File: config.mk
export PLATFORM = sky130hd
export DESIGN_NAME = alkqreg
export DESIGN_NICKNAME = d
export VERILOG_FILES = /design/src/rtl/alkqreg.sv
export SDC_FILE = /design/constraint.sdc
export NUM_CORES = 1
export LEC_CHECK = 0
export BUFFER_PORTS_ARGS = -buffer_cell sky130_fd_sc_hd__buf_2
export CAP_MARGIN = 0
export CORE_ASPECT_RATIO = 0.7
export CORE_MARGIN = 2
export CORE_UTILIZATION = 53
export CTS_CLUSTER_DIAMETER = 30
export DETAILED_ROUTE_END_ITERATION = 7
export PLACE_DENSITY = 0.83
export SKIP_LAST_GASP = 1
export SLEW_MARGIN = 40
export SYNTH_ARGS = -nofsm -noshare
export SYNTH_HDL_FRONTEND = slang
export SYNTH_SLANG_ARGS = --single-unit
File: constraint.sdc
create_clock -name clk -period 3.66 [get_ports clk]
set_clock_uncertainty 0.15 [all_clocks]
set_input_delay 0.732 -clock clk [delete_from_list [all_inputs] [get_ports clk]]
set_output_delay 0.732 -clock clk [all_outputs]
set_load 0.02 [all_outputs]
File: src/rtl/alkqreg.sv
// Q register, Q shifter and multiply/divide iteration counter for the ALK/DPM datapath.
// Q is built from per-bit cells; the shift-out taps read only registered Q, never q_sin_h.

module alkqreg_qbit (
    input  logic clk,
    input  logic reset_h,
    input  logic load,
    input  logic shl,
    input  logic shr,
    input  logic in_range,
    input  logic d_load,
    input  logic d_lo,
    input  logic d_hi,
    output logic q
);
    always_ff @(posedge clk) begin
        if (reset_h)
            q <= 1'b0;
        else if (load)
            q <= d_load;
        else if (shl && in_range)
            q <= d_lo;
        else if (shr && in_range)
            q <= d_hi;
    end
endmodule

module alkqreg #(
    parameter int WIDTH = 32,
    parameter int CNT_W = 6
) (
    input  logic             clk,
    input  logic             reset_h,
    input  logic             dq_q_load_h,
    input  logic             dq_q_shl_h,
    input  logic             dq_q_shr_h,
    input  logic [1:0]       dl_size_h,
    input  logic [WIDTH-1:0] wbus_in_h,
    input  logic             q_sin_h,
    input  logic             loop_start_h,
    input  logic [CNT_W-1:0] loop_count_h,
    input  logic             loop_step_h,
    output logic [WIDTH-1:0] q_h,
    output logic             q_sout_shl_h,
    output logic             q_sout_shr_h,
    output logic             loopf_h,
    output logic             loop_done_h
);
    logic sz_byte, sz_word, sz_long;
    logic shl_en, shr_en;

    always_comb begin
        sz_byte = (dl_size_h == 2'b00);
        sz_word = (dl_size_h == 2'b01);
        sz_long = dl_size_h[1];
        // both shift bits together is illegal and must leave Q untouched
        shl_en  = dq_q_shl_h && !dq_q_shr_h;
        shr_en  = dq_q_shr_h && !dq_q_shl_h;
    end

    genvar i;
    generate
        for (i = 0; i < WIDTH; i++) begin : g_q
            logic in_range, is_top, d_lo, d_hi;

            always_comb begin
                in_range = sz_long || (sz_word && (i < 16)) || (sz_byte && (i < 8));
                is_top   = (sz_long && (i == WIDTH-1)) || (sz_word && (i == 15)) ||
                           (sz_byte && (i == 7));
            end

            if (i == 0) begin : g_lo0
                assign d_lo = q_sin_h;
            end else begin : g_lon
                assign d_lo = q_h[i-1];
            end

            if (i == WIDTH-1) begin : g_hitop
                assign d_hi = q_sin_h;
            end else begin : g_hin
                assign d_hi = is_top ? q_sin_h : q_h[i+1];
            end

            alkqreg_qbit u_bit (
                .clk      (clk),
                .reset_h  (reset_h),
                .load     (dq_q_load_h),
                .shl      (shl_en),
                .shr      (shr_en),
                .in_range (in_range),
                .d_load   (wbus_in_h[i]),
                .d_lo     (d_lo),
                .d_hi     (d_hi),
                .q        (q_h[i])
            );
        end
    endgenerate

    always_comb begin
        q_sout_shl_h = sz_byte ? q_h[7] : sz_word ? q_h[15] : q_h[WIDTH-1];
        q_sout_shr_h = q_h[0];
    end

    logic [CNT_W-1:0] cnt;

    always_ff @(posedge clk) begin
        if (reset_h) begin
            cnt         <= '0;
            loop_done_h <= 1'b0;
        end else if (loop_start_h) begin
            cnt         <= loop_count_h;
            loop_done_h <= 1'b0;
        end else if (loop_step_h && cnt != '0) begin
            cnt         <= cnt - 1'b1;
            loop_done_h <= (cnt == CNT_W'(1));
        end else begin
            loop_done_h <= 1'b0;
        end
    end

    assign loopf_h = (cnt != '0);
endmodule

==> key figures <==
Synth
  – Dominant synthesized flop cell: dfxtp_1
  – Synth Warn #: 0
  – Largest cells by area after synthesis: dfxtp_1 31%, buf_4 10%, mux2i_1 9.1%
  – Post-Syn Instances: 285
  – Synth Net Count: 336
  – Syn Area/Cell: 8.84 um2
  – Area share of the largest cell type after synthesis: 31.0%
  – Distinct cells, synth: 50
  – Post-synth EDFFs: 0
  – Sequential area share after synthesis: 31.0%
  – Ys async rst share: 0%
  – Top-count cell post-synth: dfxtp_1
  – Post-synth top cells: 39 x dfxtp_1, 34 x buf_4, 25 x nand2_1
  – Post-Syn Area: 0.00252 mm2
  – Yosys top cell by area: dfxtp_1
  – #FFs+latches synth: 39

Critical path
  – Worst Path Required: ~2.8 ns
  – Delay-heaviest family, CP: simple AND/OR/NAND/NOR gates
  – Critical path fanouts, max: 5
  – CP Data Arrival Time: 1.38 ns
  – Slowest-stage cell, CP: nor4_4
  – CP peak stage delay: 0.45 ns
  – Worst Path Buf+Inv: 1
  – Crit path capture type: primary output
  – WS Path Type: flip-flop to primary output
  – Crit start category: flip-flop
  – Critical path, cell by cell: nor4_4 > nand2_1 > buf_2

GRT
  – Initial antenna violation count: 0
  – Total GRT Usage: 21.7%
  – Largest net degree at the start of global routing: 51
  – Number of global-route vias before repair: about 1900
  – Grt ovf: 0
  – First-pass GRT wire length: just over 9000 um

Timing
  – Slew margin rel.: 56.5%
  – Max Slew Vio Count: 0
  – Final Setup Violations: 0
  – Fin crit period: 2.26 ns
  – RSZ-0062 raised after global routing: false
  – Period utilisation layout: 61.7%
  – Final Hold Viols: 0
  – Setup_tns: 0 ns
  – Fmax: 0.443 GHz
  – Worst-margin pin slew: between 0.6 and 0.7 ns

Clock tree
  – Setup Fix Bufs, Post-CTS: 0
  – Depth of the CTS H-tree: 2
  – Root buf cell: clkbuf_8
  – Number of buffers created by CTS: 5
  – CTS Hold Bufs: 0
  – TritonCTS clock tree: built
  – Clk Latency, worst-skew pair: 0.28 ns
  – Reg clk slew, reported paths: approximately 0.08 ns
  – # clock sinks: 39
  – Max Root-Sink Buffers: 2
  – Post-CTS resize count: 0

Drt
  – Wire per inst: 14.9 um
  – Initial DRC count: 154
  – Router iterations before antenna repair: 4
  – Vias/cell: 5.76
  – Post-route ant nets: 0
  – Routed Wire Length: about 5700 um
  – Remaining DRCs: 0
  – DR vias: 2205

Floorplan
  – Die area: 0.00533 mm2
  – Core Area: 0.00445 mm2
  – Ports: 84
  – Die Span X: 86.4 um
  – Die Span Y: 61.7 um
  – Initial Util: 56.6%
  – Core Rows: 20

Place
  – Hpwl dp: 4130 um
  – Placed inst area: 0.00267 mm2
  – Number of port buffers: 83
  – Gpl congestion: 0.801

Cells and area
  – P&R area growth vs syn: 10.3%
  – Layout cells sized above 1: approximately 34%
  – Post-route cell area: 0.00278 mm2
  – Fin nets: 378
  – ANT cells: 0

Status
  – Status: finished, final reports clean

Power and ir drop
  – Pleak: around 0.0014 uW
  – Power per cell area: between 300 and 400 mW/mm2
  – Peak supply drop: 0.000228 V

Min path
  – Hold WC Path Type: flip-flop to flip-flop

Job
  – Number of max-cap violations: 0
cell families (layout without fill, tap and decap cells):
logic type | count (synthesis) | in the layout | share of synthesized area, %
fa+ha+maj | 3 | 3 | 1.49
buf+inv | 58 | 101 | 14.9
simple gates | 76 | 76 | 15.8
xor+xnor | 4 | 4 | 1.69
flops | 39 | 39 | 31.0
mux | 23 | 23 | 9.14
compound gates | 82 | 82 | 26.0
sequential cells by signal, summed over array words and instances, names as in the netlist:
| register | count |
|---|---|
| g_q.u_bit.q | 32 |
| cnt | 6 |
| loop_done_h | 1 |
final cells by class:
type,count,area [um2]
flip-flops and latches,39,781
repair buffers,85,430
multi-input cells,188,1370
well taps,55,68.8
fillers,396,1670
clock inverters,1,7.51
inverters,8,30.0
clock buffers,7,96.3
worst reg2reg max path: cells and delay by family, from the launching register on:
kind	cells	cell delay (ns)
AO/OA/AOI/OAI	2	0.59
flip-flops	1	0.40
adder cells (fa/ha/maj)	1	0.29
buffers and inverters	1	0.10
AND/OR/NAND/NOR	1	0.08
through the flow:
step                hold slack, ns  utilization (%)  setup WS (ns)  total power, uW  instances
finish                       0.359             62.4           1.40             1090        383
CTS                          0.361             62.4           1.40             1090        383
global route                 0.384             62.4           1.33             1150        383
global placement             0.330             60.0           1.22              766        375
floorplan                    0.308                -           1.47              723        285
detailed placement           0.348             60.0           1.16              772        375
report_power, final:
part / switching (uW) / internal, uW
combinational: 154 / 115
sequential: 38.3 / 458
clock: 152 / 171
routing by layer:
layer  up-vias  part of all wire, %  GRT usage (%)
met1      1046                   50           32.7
met5         -                    0              0
li1       1097                    -              -
met3         4                  6.1           5.28
met2        58                   43           31.6
met4         0                 0.54           4.24
path summary, 6_finish.rpt:
| kind | end | cells after the start | slack [ns] | startpoint |
|---|---|---|---|---|
| max | loopf_h | 3 | 1.40 | cnt[2]$_SDFFE_PP0P_ |
| min | g_q[1].u_bit.q$_SDFFE_PP0P_ | 2 | 0.36 | g_q[1].u_bit.q$_SDFFE_PP0P_ |
| max reg2reg | cnt[1]$_SDFFE_PP0P_ | 5 | 1.94 | cnt[0]$_SDFFE_PP0P_ |
| min reg2reg | g_q[1].u_bit.q$_SDFFE_PP0P_ | 2 | 0.36 | g_q[1].u_bit.q$_SDFFE_PP0P_ |
cell usage in the layout, fill, tap and decap left out, types with 2 or more instances in the layout:
| cell type | n |
|---|---|
| a21oi_1 | 7 |
| a22o_1 | 17 |
| and4_1 | 2 |
| a31o_2 | 4 |
| a211oi_1 | 4 |
| nand2_1 | 25 |
| mux2i_1 | 23 |
| nor2_2 | 2 |
| inv_1 | 7 |
| a21oi_2 | 2 |
| a211o_1 | 6 |
| and3_1 | 6 |
| dfxtp_1 | 39 |
| a311o_1 | 3 |
| nand3b_1 | 2 |
| a32o_1 | 7 |
| ha_1 | 3 |
| buf_2 | 83 |
| nor4_1 | 2 |
| buf_4 | 2 |
| clkbuf_8 | 7 |
| xnor2_1 | 3 |
| a2111oi_2 | 4 |
| nor2_1 | 14 |
| nor3_1 | 3 |
| nand2b_1 | 9 |
| o21ai_0 | 19 |
Note: power is estimated with default switching activity, not from simulation.
